--- config.mk ---
export PLATFORM = sky130hd
export DESIGN_NAME = outlier_fifo_reader
export DESIGN_NICKNAME = d
export VERILOG_FILES = /design/src/rtl/outlier_fifo_reader.sv
export SDC_FILE = /design/constraint.sdc
export NUM_CORES = 1
export LEC_CHECK = 0
export ABC_AREA = 1
export CAP_MARGIN = 30
export CORE_ASPECT_RATIO = 2
export CORE_MARGIN = 8
export CORE_UTILIZATION = 44
export DETAILED_ROUTE_END_ITERATION = 10
export PLACE_DENSITY = 0.82
export SLEW_MARGIN = 20
export SYNTH_ARGS = -nofsm -noshare
export SYNTH_HDL_FRONTEND = slang
export SYNTH_SLANG_ARGS = --single-unit
--- constraint.sdc ---
create_clock -name clock -period 2.25 [get_ports clock]
set_input_delay 0.3375 -clock clock [delete_from_list [all_inputs] [get_ports clock]]
set_output_delay 0.3375 -clock clock [all_outputs]
set_load 0.03 [all_outputs]
--- src/rtl/outlier_fifo_reader.sv ---
// Outlier FIFO consumer: pops positions and emits a framed valid/ready stream.
// Optional RANGE_CHECK_EN drops positions outside 1..point_cloud_size.
module outlier_fifo_reader #(
  parameter int N        = 16,
  parameter int CNT_W    = 32,
  parameter int READ_LAT = 1
) (
  input  logic             clock,
  input  logic             reset_n,
  input  logic             start,
  input  logic             controller_done,
  input  logic             fifo_empty,
  input  logic [N-1:0]     outlier_pos_fifo,
  output logic             read_fifo,
  input  logic [2*N-1:0]   point_cloud_size,
  output logic             m_valid,
  input  logic             m_ready,
  output logic [N-1:0]     m_data,
  output logic             m_last,
  output logic [CNT_W-1:0] outlier_count,
  output logic [CNT_W-1:0] range_err_count,
  output logic             busy,
  output logic             finished
);

  typedef enum logic [1:0] {IDLE, DRAIN, DONE} state_t;

  state_t       state, state_nx;
  logic [N-1:0] buf0, buf1;
  logic [1:0]   occ;
  logic         inflight;
  logic [1:0]   empty_run;
  logic         term_ok;
  logic         word_ok;
  logic         push;
  logic         pop;
  logic         restart;
  logic         unused_cfg;

  assign unused_cfg = (READ_LAT != 1);

`ifdef RANGE_CHECK_EN
  logic drop;
  assign word_ok = (outlier_pos_fifo != '0) &&
                   ({{N{1'b0}}, outlier_pos_fifo} <= point_cloud_size);
  assign drop    = inflight && !word_ok;
`else
  logic unused_psize;
  assign unused_psize    = ^point_cloud_size;
  assign word_ok         = 1'b1;
  assign range_err_count = '0;
`endif

  assign term_ok = controller_done && fifo_empty && !inflight &&
                   (empty_run >= 2'd2);
  assign push    = inflight && word_ok;
  assign pop     = m_valid && m_ready;
  assign restart = start && (state != DRAIN);
  assign m_data  = buf0;

  // Next state and presentation logic
  always_comb begin
    state_nx  = state;
    read_fifo = 1'b0;
    m_valid   = 1'b0;
    m_last    = 1'b0;
    busy      = 1'b0;
    finished  = 1'b0;
    unique case (state)
      IDLE: begin
        if (start) state_nx = DRAIN;
      end
      DRAIN: begin
        busy      = 1'b1;
        read_fifo = !fifo_empty &&
                    (({1'b0, occ} + {2'b0, inflight}) < 3'd2);
        m_valid   = (occ == 2'd2) || ((occ == 2'd1) && term_ok);
        m_last    = (occ == 2'd1) && term_ok;
        if (term_ok && (occ == 2'd0)) state_nx = DONE;
      end
      DONE: begin
        finished = 1'b1;
        if (start) state_nx = DRAIN;
      end
      default: state_nx = IDLE;
    endcase
  end

  // State register
  always_ff @(posedge clock or negedge reset_n) begin
    if (!reset_n) state <= IDLE;
    else          state <= state_nx;
  end

  // Two-entry holdback buffer and read-in-flight tracking
  always_ff @(posedge clock or negedge reset_n) begin
    if (!reset_n) begin
      buf0     <= '0;
      buf1     <= '0;
      occ      <= 2'd0;
      inflight <= 1'b0;
    end else begin
      inflight <= read_fifo;
      if (push && pop) begin
        if (occ == 2'd2) begin
          buf0 <= buf1;
          buf1 <= outlier_pos_fifo;
        end else begin
          buf0 <= outlier_pos_fifo;
        end
      end else if (pop) begin
        buf0 <= buf1;
        occ  <= occ - 2'd1;
      end else if (push) begin
        if (occ == 2'd0) buf0 <= outlier_pos_fifo;
        else             buf1 <= outlier_pos_fifo;
        occ <= occ + 2'd1;
      end
    end
  end

  // Beat counter and done/empty persistence tracking
  always_ff @(posedge clock or negedge reset_n) begin
    if (!reset_n) begin
      outlier_count <= '0;
      empty_run     <= 2'd0;
    end else if (restart) begin
      outlier_count <= '0;
      empty_run     <= 2'd0;
    end else begin
      if (pop && (outlier_count != '1))
        outlier_count <= outlier_count + 1'b1;
      if (state == DRAIN) begin
        if (controller_done && fifo_empty)
          empty_run <= (empty_run == 2'd3) ? 2'd3 : empty_run + 2'd1;
        else
          empty_run <= 2'd0;
      end
    end
  end

`ifdef RANGE_CHECK_EN
  // Count positions rejected at buffer write
  always_ff @(posedge clock or negedge reset_n) begin
    if (!reset_n)
      range_err_count <= '0;
    else if (restart)
      range_err_count <= '0;
    else if (drop && (range_err_count != '1))
      range_err_count <= range_err_count + 1'b1;
  end
`endif

endmodule

==> flow_results.xml, run 1 <==
<?xml version="1.0" encoding="UTF-8"?>
<metrics>
  <group name="clock_tree">
    <metric name="cts-htree-levels" unit="">3</metric>
    <metric name="clk_root_buffer_cell" unit="">clkbuf_16</metric>
    <metric name="cts_tree" unit="">done</metric>
    <metric name="clk_latency" unit="ns">0.34</metric>
    <metric name="cts_inserted_buffers" unit="">9</metric>
    <metric name="cts_buffer_depth" unit="">2</metric>
    <metric name="clk_pin_slew" unit="ns">0.06</metric>
    <metric name="numClockSinks" unit="">71</metric>
  </group>
  <group name="grt">
    <metric name="globalRouteOverflowTotal" unit="">0</metric>
    <metric name="grt_start_max_net_pins" unit="">41</metric>
    <metric name="global_route_wire_length_before_repair" unit="mm">21.1</metric>
    <metric name="antenna_violations_before_repair" unit="">0</metric>
    <metric name="grt_usage" unit="%">18.2</metric>
    <metric name="grt_pass1_vias" unit="">4415</metric>
  </group>
  <group name="sta">
    <metric name="timing.final.max_slew_violations" unit="">0</metric>
    <metric name="timing.fmax" unit="GHz">0.479</metric>
    <metric name="fin_crit_sh" unit="%">92.8</metric>
    <metric name="tightestPinTransition" unit="ns">0.595</metric>
    <metric name="report.final.hold_viol_count" unit="">0</metric>
    <metric name="timing.max_slew.rel_slack" unit="%">60.3</metric>
    <metric name="setup-violations-final" unit="">0</metric>
    <metric name="postLayoutSetupSlackWorst" unit="ns">0.161</metric>
    <metric name="finalCriticalPeriod" unit="ns">2.09</metric>
    <metric name="post_route_skew" unit="ns">0.00736</metric>
  </group>
  <group name="cells_and_area">
    <metric name="filler_cell_count" unit="">1017</metric>
    <metric name="finalInstanceArea" unit="um^2">5940</metric>
    <metric name="layout_cell_share_with_drive_strength_beyond_1" unit="%">7.64</metric>
    <metric name="syn2layout_area_growth" unit="%">24.7</metric>
    <metric name="antenna_cells_inserted" unit="">0</metric>
    <metric name="num-nets-final" unit="">855</metric>
  </group>
  <group name="critical_path">
    <metric name="crit_chain" unit="">inv_2 -&gt; ha_1 -&gt; inv_1 -&gt; nor2_1 -&gt; nand2_2 -&gt; buf_4 -&gt; nand2_8 -&gt; buf_12 -&gt; buf_4</metric>
    <metric name="required" unit="ns">1.91</metric>
    <metric name="crit_path_max_incr_delay" unit="ns">0.42</metric>
    <metric name="path_common_cell" unit="">buf_4</metric>
    <metric name="cp-end-kind" unit="">output port</metric>
    <metric name="cp.buffers_inverters" unit="">5</metric>
    <metric name="worst_path_dominant_cell_family" unit="">buffers and inverters</metric>
    <metric name="crit_arrival" unit="ns">1.75</metric>
    <metric name="timing.critical_path.slowest_stage_cell" unit="">dfrtp_1</metric>
    <metric name="setup.worst_path.start_class" unit="">flop</metric>
    <metric name="crit_type" unit="">flop to output port</metric>
    <metric name="worst-path-max-fanout" unit="">9</metric>
  </group>
  <group name="floorplanning">
    <metric name="io_pins" unit="">139</metric>
    <metric name="core_region_area" unit="um^2">10700</metric>
    <metric name="num_rows" unit="">54</metric>
    <metric name="floorplan.die_area" unit="um^2">14600</metric>
    <metric name="chipHeight" unit="um">163</metric>
    <metric name="die_w" unit="um">89.6</metric>
    <metric name="initial_core_util" unit="%">44.3</metric>
  </group>
  <group name="placed_design">
    <metric name="postPlaceCellArea" unit="um^2">5590</metric>
    <metric name="gpl.final_weighted_congestion" unit="">0.919</metric>
    <metric name="placement.setup.worst_slack" unit="ns">-0.0215</metric>
    <metric name="place.detailed.hpwl" unit="mm">9.22</metric>
    <metric name="buffer_ports.inserted" unit="">74</metric>
  </group>
  <group name="detailed_routing">
    <metric name="first_iter_violations" unit="">346</metric>
    <metric name="detail_route.first_pass.iterations" unit="">5</metric>
    <metric name="final_antenna_net_count" unit="">0</metric>
    <metric name="routed_wirelength" unit="mm">12.6</metric>
    <metric name="drt_drc_violations_left" unit="">0</metric>
    <metric name="routed-via-count" unit="">4589</metric>
    <metric name="post_drt_wl_per_cell" unit="um">13.5</metric>
    <metric name="via_per_inst" unit="">4.89</metric>
  </group>
  <group name="synth">
    <metric name="synth.lib_cells_used.distinct" unit="">28</metric>
    <metric name="synth_area" unit="um^2">4760</metric>
    <metric name="synth-seq-cells" unit="">71</metric>
    <metric name="seq_area_frac_synth" unit="%">37.3</metric>
    <metric name="post_synth_inst_count" unit="">711</metric>
    <metric name="synth-warning-count" unit="">0</metric>
    <metric name="synth_area_per_cell" unit="um^2">6.70</metric>
  </group>
  <group name="status">
    <metric name="outcome" unit="">completed</metric>
  </group>
  <group name="run">
    <metric name="maxCapViolCount" unit="">0</metric>
  </group>
  <group name="pwr">
    <metric name="fin_total_pwr" unit="mW">6.36</metric>
    <metric name="power.ir.vdd_worst" unit="mV">0.857</metric>
    <metric name="leakage" unit="nW">2.92</metric>
    <metric name="power_density" unit="nW/um^2">1070</metric>
  </group>
  <group name="hold_path">
    <metric name="worst_min_delay_path_category" unit="">flop to flop</metric>
  </group>
</metrics>
## metrics by stage
step / std cells / setup TNS (ns) / hold slack (ns) / utilization [%]
final: 938 / 0 / 0.479 / 55.3
after global routing: 938 / -0.00933 / 0.498 / 55.3
after CTS: 934 / 0 / 0.483 / 54.8
after detailed placement: 918 / -0.0934 / 0.320 / 52.0
after global placement: 918 / 0 / 0.314 / 52.0
after floorplan: 742 / 0 / 0.0419 / -
## routing by layer
layer | part of all wire [%] | routed length [um] | global-route usage, %
met2 | 48 | 6090 | 28.9
met1 | 44 | 5570 | 23.2
met3 | 6.0 | 762 | 4.28
met5 | 0 | 0 | 0
met4 | 1.6 | 198 | 5.95
## cell usage in the layout (no fill, tap or decap), types with 16 or more instances in the layout
cell type,n
inv_1,47
buf_4,21
nand2_1,248
conb_1,32
nand3_1,85
clkdlybuf4s50_1,70
o21ai_0,37
a21oi_1,16
nor2_1,102
dfrtp_1,70
## sequential cells by signal, summed over array words and instances (netlist names)
register,count
buf1,16
empty_run,2
inflight,1
m_data,16
occ,2
outlier_count,32
state,2
## report_power, final
part / total, mW / switching (mW) / internal, mW / leakage, nW
Combinational: 2.88 / 1.80 / 1.08 / 1.85
Clock: 1.44 / 0.547 / 0.888 / 0.146
Sequential: 2.04 / 0.356 / 1.68 / 0.924
Total: 6.36 / 2.70 / 3.65 / 2.92
## cell usage after synthesis (all sizes together)
cell / instances / area (um^2)
clkbuf: 14 / 52.6
o22ai: 1 / 6.26
o32ai: 1 / 8.76
nand3: 85 / 425
a21boi: 1 / 18.8
nor3b: 1 / 7.51
dfrtp: 71 / 1780
inv: 51 / 191
a2111oi: 1 / 8.76
nand3b: 1 / 7.51
xnor2: 9 / 78.8
a21oi: 16 / 80.1
nand2: 258 / 1010
ha: 8 / 100
buf: 43 / 327
o21ai: 37 / 185
o211ai: 1 / 7.51
xor2: 6 / 52.6
conb: 1 / 3.75
nor2: 105 / 412
## area by class of cell
class	count	area, um^2	area share [%]
clock buffers	11	243	4.09
clock inverters	5	56.3	0.948
inverters	51	191	3.22
multi-input cells	563	2540	42.8
flip-flops and latches	71	1780	29.9
well taps	140	175	2.95
repair buffers	97	953	16.0
## cell families (layout without fill, tap and decap cells)
group                      Yosys count  in the layout  share of synthesized area, %
xor gates and xnor gates            15             15                          2.76
DFF                                 71             71                          37.3
buffers and inverters              108            164                          12.0
other                                1             32                        0.0787
AOI/OAI and AO/OA                   58             58                          6.62
and+or+nand+nor                    450            450                          39.2
adders and majority gates            8              8                          2.10
## repair_timing
item / in CTS / in global routing
hold buffers: 1 / 0
resized for setup: 0 / 4
buffers inserted: 0 / 4
gates cloned: 0 / 0
setup endpoints to repair: 1 / 17
hold endpoints to repair: 17 / 0
## path summary, 6_finish.rpt
path / startpoint / to / slack [ns] / cells after the start
max: occ[1] / m_valid / 0.16 / 9
min: m_data[10] / m_data[10] / 0.48 / 2
max reg2reg: occ[1] / m_data[2] / 0.19 / 13
min reg2reg: m_data[10] / m_data[10] / 0.48 / 2
max in group asynchronous: reset_n / occ[0] / 1.15 / 3
min in group asynchronous: reset_n / buf1[3] / 0.49 / 2
## worst reg2reg max path, cell delays in order (launching register included)
cell and delay, ns:
dfrtp_1 0.42, inv_2 0.09, ha_1 0.14, inv_1 0.04
nor2_1 0.13, nand2_2 0.09, a21boi_4 0.19, ha_2 0.24
buf_4 0.17, o21ai_0 0.11, a21oi_1 0.18, nor2_1 0.07
nand2_1 0.06, nand2_1 0.05
(Power assumes the default switching activity.)
==> run 2: changes to the inputs <==
RECOVER_POWER = 50   (was default)
==> run 2 against run 1 <==
Design area decreased by 0.23%; critical path depth unchanged; utilization decreased by 0.13 points; combinational power about the same; sequential share of layout area increased by 0.069 points; final cell count unchanged; die area unchanged; hold slack about the same; fmax increased by 0.10%; non-clock buffer count unchanged; via count increased by 0.44%; critical path type unchanged; critical endpoint unchanged; largest cell class unchanged; highest routed layer unchanged.
==> flow_results.xml, run 2 (synthesis gave the netlist of run 1 again) <==
<?xml version="1.0" encoding="UTF-8"?>
<metrics>
  <group name="placed_design">
    <metric name="postPlaceCellArea" unit="um^2">5590</metric>
    <metric name="place.detailed.hpwl" unit="mm">9.22</metric>
    <metric name="dp_cells" unit="">918</metric>
    <metric name="buffer_ports.inserted" unit="">74</metric>
    <metric name="gpl.final_weighted_congestion" unit="">0.919</metric>
    <metric name="placement.setup.worst_slack" unit="ns">-0.0215</metric>
  </group>
  <group name="detailed_routing">
    <metric name="routed-via-count" unit="">4609</metric>
    <metric name="detail_route.first_pass.iterations" unit="">5</metric>
    <metric name="routed_wirelength" unit="mm">12.6</metric>
    <metric name="post_drt_wl_per_cell" unit="um">13.5</metric>
    <metric name="via_per_inst" unit="">4.91</metric>
    <metric name="drt_drc_violations_left" unit="">0</metric>
    <metric name="first_iter_violations" unit="">340</metric>
    <metric name="final_antenna_net_count" unit="">0</metric>
  </group>
  <group name="cells_and_area">
    <metric name="finalInstanceArea" unit="um^2">5930</metric>
    <metric name="antenna_cells_inserted" unit="">0</metric>
    <metric name="largest-register" unit="">outlier_count</metric>
    <metric name="finalCoreUtilization" unit="%">55.2</metric>
    <metric name="largest_register_ff_count" unit="">32</metric>
    <metric name="final-instance-count-excl-fill" unit="">938</metric>
    <metric name="layout.cells.most_common_list" unit="">248 x nand2_1, 102 x nor2_1, 85 x nand3_1, 70 x dfrtp_1, 70 x clkdlybuf4s50_1</metric>
    <metric name="syn2layout_area_growth" unit="%">24.5</metric>
    <metric name="mostFrequentLayoutCell" unit="">nand2_1</metric>
    <metric name="num-nets-final" unit="">855</metric>
    <metric name="layout_cell_share_with_drive_strength_beyond_1" unit="%">7.52</metric>
  </group>
  <group name="status">
    <metric name="outcome" unit="">completed</metric>
  </group>
  <group name="floorplanning">
    <metric name="initial_core_util" unit="%">44.3</metric>
    <metric name="floorplan.die_area" unit="um^2">14600</metric>
    <metric name="chipHeight" unit="um">163</metric>
    <metric name="die_w" unit="um">89.6</metric>
    <metric name="num_rows" unit="">54</metric>
    <metric name="io_pins" unit="">139</metric>
    <metric name="core_region_area" unit="um^2">10700</metric>
  </group>
  <group name="sta">
    <metric name="postLayoutSetupSlackWorst" unit="ns">0.163</metric>
    <metric name="report.final.hold_viol_count" unit="">0</metric>
    <metric name="post_route_skew" unit="ns">0.00671</metric>
    <metric name="tightestPinTransition" unit="ns">1.09</metric>
    <metric name="timing.fmax" unit="GHz">0.479</metric>
    <metric name="timing.max_slew.rel_slack" unit="%">27.5</metric>
    <metric name="timing.final.max_slew_violations" unit="">0</metric>
    <metric name="finalCriticalPeriod" unit="ns">2.09</metric>
    <metric name="setup-violations-final" unit="">0</metric>
    <metric name="fin_crit_sh" unit="%">92.7</metric>
  </group>
  <group name="critical_path">
    <metric name="crit_type" unit="">flop to output port</metric>
    <metric name="required" unit="ns">1.91</metric>
    <metric name="setup.worst_path.start_class" unit="">flop</metric>
    <metric name="worst-path-max-fanout" unit="">9</metric>
    <metric name="crit_arrival" unit="ns">1.75</metric>
    <metric name="cp-end-kind" unit="">output port</metric>
  </group>
  <group name="clock_tree">
    <metric name="numClockSinks" unit="">71</metric>
    <metric name="cts-htree-levels" unit="">3</metric>
    <metric name="cts_tree" unit="">done</metric>
    <metric name="cts_inserted_buffers" unit="">9</metric>
    <metric name="clk_root_buffer_cell" unit="">clkbuf_16</metric>
    <metric name="clk_latency" unit="ns">0.34</metric>
    <metric name="cts_buffer_depth" unit="">2</metric>
    <metric name="clk_pin_slew" unit="ns">0.06</metric>
  </group>
  <group name="pwr">
    <metric name="leakage" unit="nW">2.91</metric>
    <metric name="power.ir.vdd_worst" unit="mV">0.857</metric>
    <metric name="power_density" unit="nW/um^2">1070</metric>
  </group>
  <group name="grt">
    <metric name="antenna_violations_before_repair" unit="">0</metric>
    <metric name="grt_usage" unit="%">18.2</metric>
    <metric name="grt_pass1_vias" unit="">4415</metric>
    <metric name="globalRouteOverflowTotal" unit="">0</metric>
    <metric name="grt_start_max_net_pins" unit="">41</metric>
    <metric name="global_route_wire_length_before_repair" unit="mm">21.1</metric>
  </group>
  <group name="run">
    <metric name="maxCapViolCount" unit="">0</metric>
  </group>
  <group name="hold_path">
    <metric name="worst_min_delay_path_category" unit="">flop to flop</metric>
  </group>
</metrics>
run 2: final cells by class:
cell class	instances	area, um^2
Multi-Input combinational cell	563	2540
Tap cell	140	175
Fill cell	1020	4810
Clock buffer	11	243
Inverter	51	191
Clock inverter	5	56.3
Timing Repair Buffer	97	940
Sequential cell	71	1780
run 2: what timing repair did:
| item | 4_1_cts | 5_1_grt |
|---|---|---|
| hold buffers | 1 | 0 |
| setup buffers | 0 | 4 |
| endpoints found under the setup margin | 1 | 17 |
| endpoints found under the hold margin | 17 | 0 |
| gates resized for setup | 0 | 4 |
run 2: per-layer routing:
metal,wire length [um],part of all wire (%),GRT usage [%]
met5,0,0,0
met1,5570,44,23.2
met2,6060,48,28.9
met3,759,6.0,4.28
met4,243,1.9,5.95
run 2: per-stage QoR:
| stage | power, mW | setup TNS [ns] | hold WS (ns) |
|---|---|---|---|
| finish | 6.35 | 0 | 0.479 |
| global route | 6.79 | -0.00933 | 0.498 |
| CTS | 6.31 | 0 | 0.483 |
| detailed placement | 4.85 | -0.0934 | 0.320 |
| global placement | 4.78 | 0 | 0.314 |
| floorplan | 3.92 | 0 | 0.0419 |
run 2: worst max-delay path, stage by stage, from the launching register on:
cell     delay (ns)
dfrtp_1        0.42
inv_2          0.09
ha_1           0.14
inv_1          0.04
nor2_1         0.13
nand2_2        0.09
buf_4          0.17
nand2_8        0.07
buf_12         0.12
buf_4          0.16
run 2: worst paths after layout:
kind,startpoint,to,slack [ns],cells after the start
worst max register to register,occ[1],m_data[2],0.19,13
worst max-delay path,occ[1],m_valid,0.16,9
worst min-delay path,m_data[10],m_data[10],0.48,2
min in group asynchronous,reset_n,m_data[5],0.72,2
worst min register to register,m_data[10],m_data[10],0.48,2
max in group asynchronous,reset_n,outlier_count[18],0.31,3
run 2: power by group:
part / internal, mW / switching (mW) / leakage [nW] / total [mW]
Combinational: 1.08 / 1.79 / 1.84 / 2.87
Clock: 0.888 / 0.547 / 0.146 / 1.43
Sequential: 1.68 / 0.358 / 0.924 / 2.04
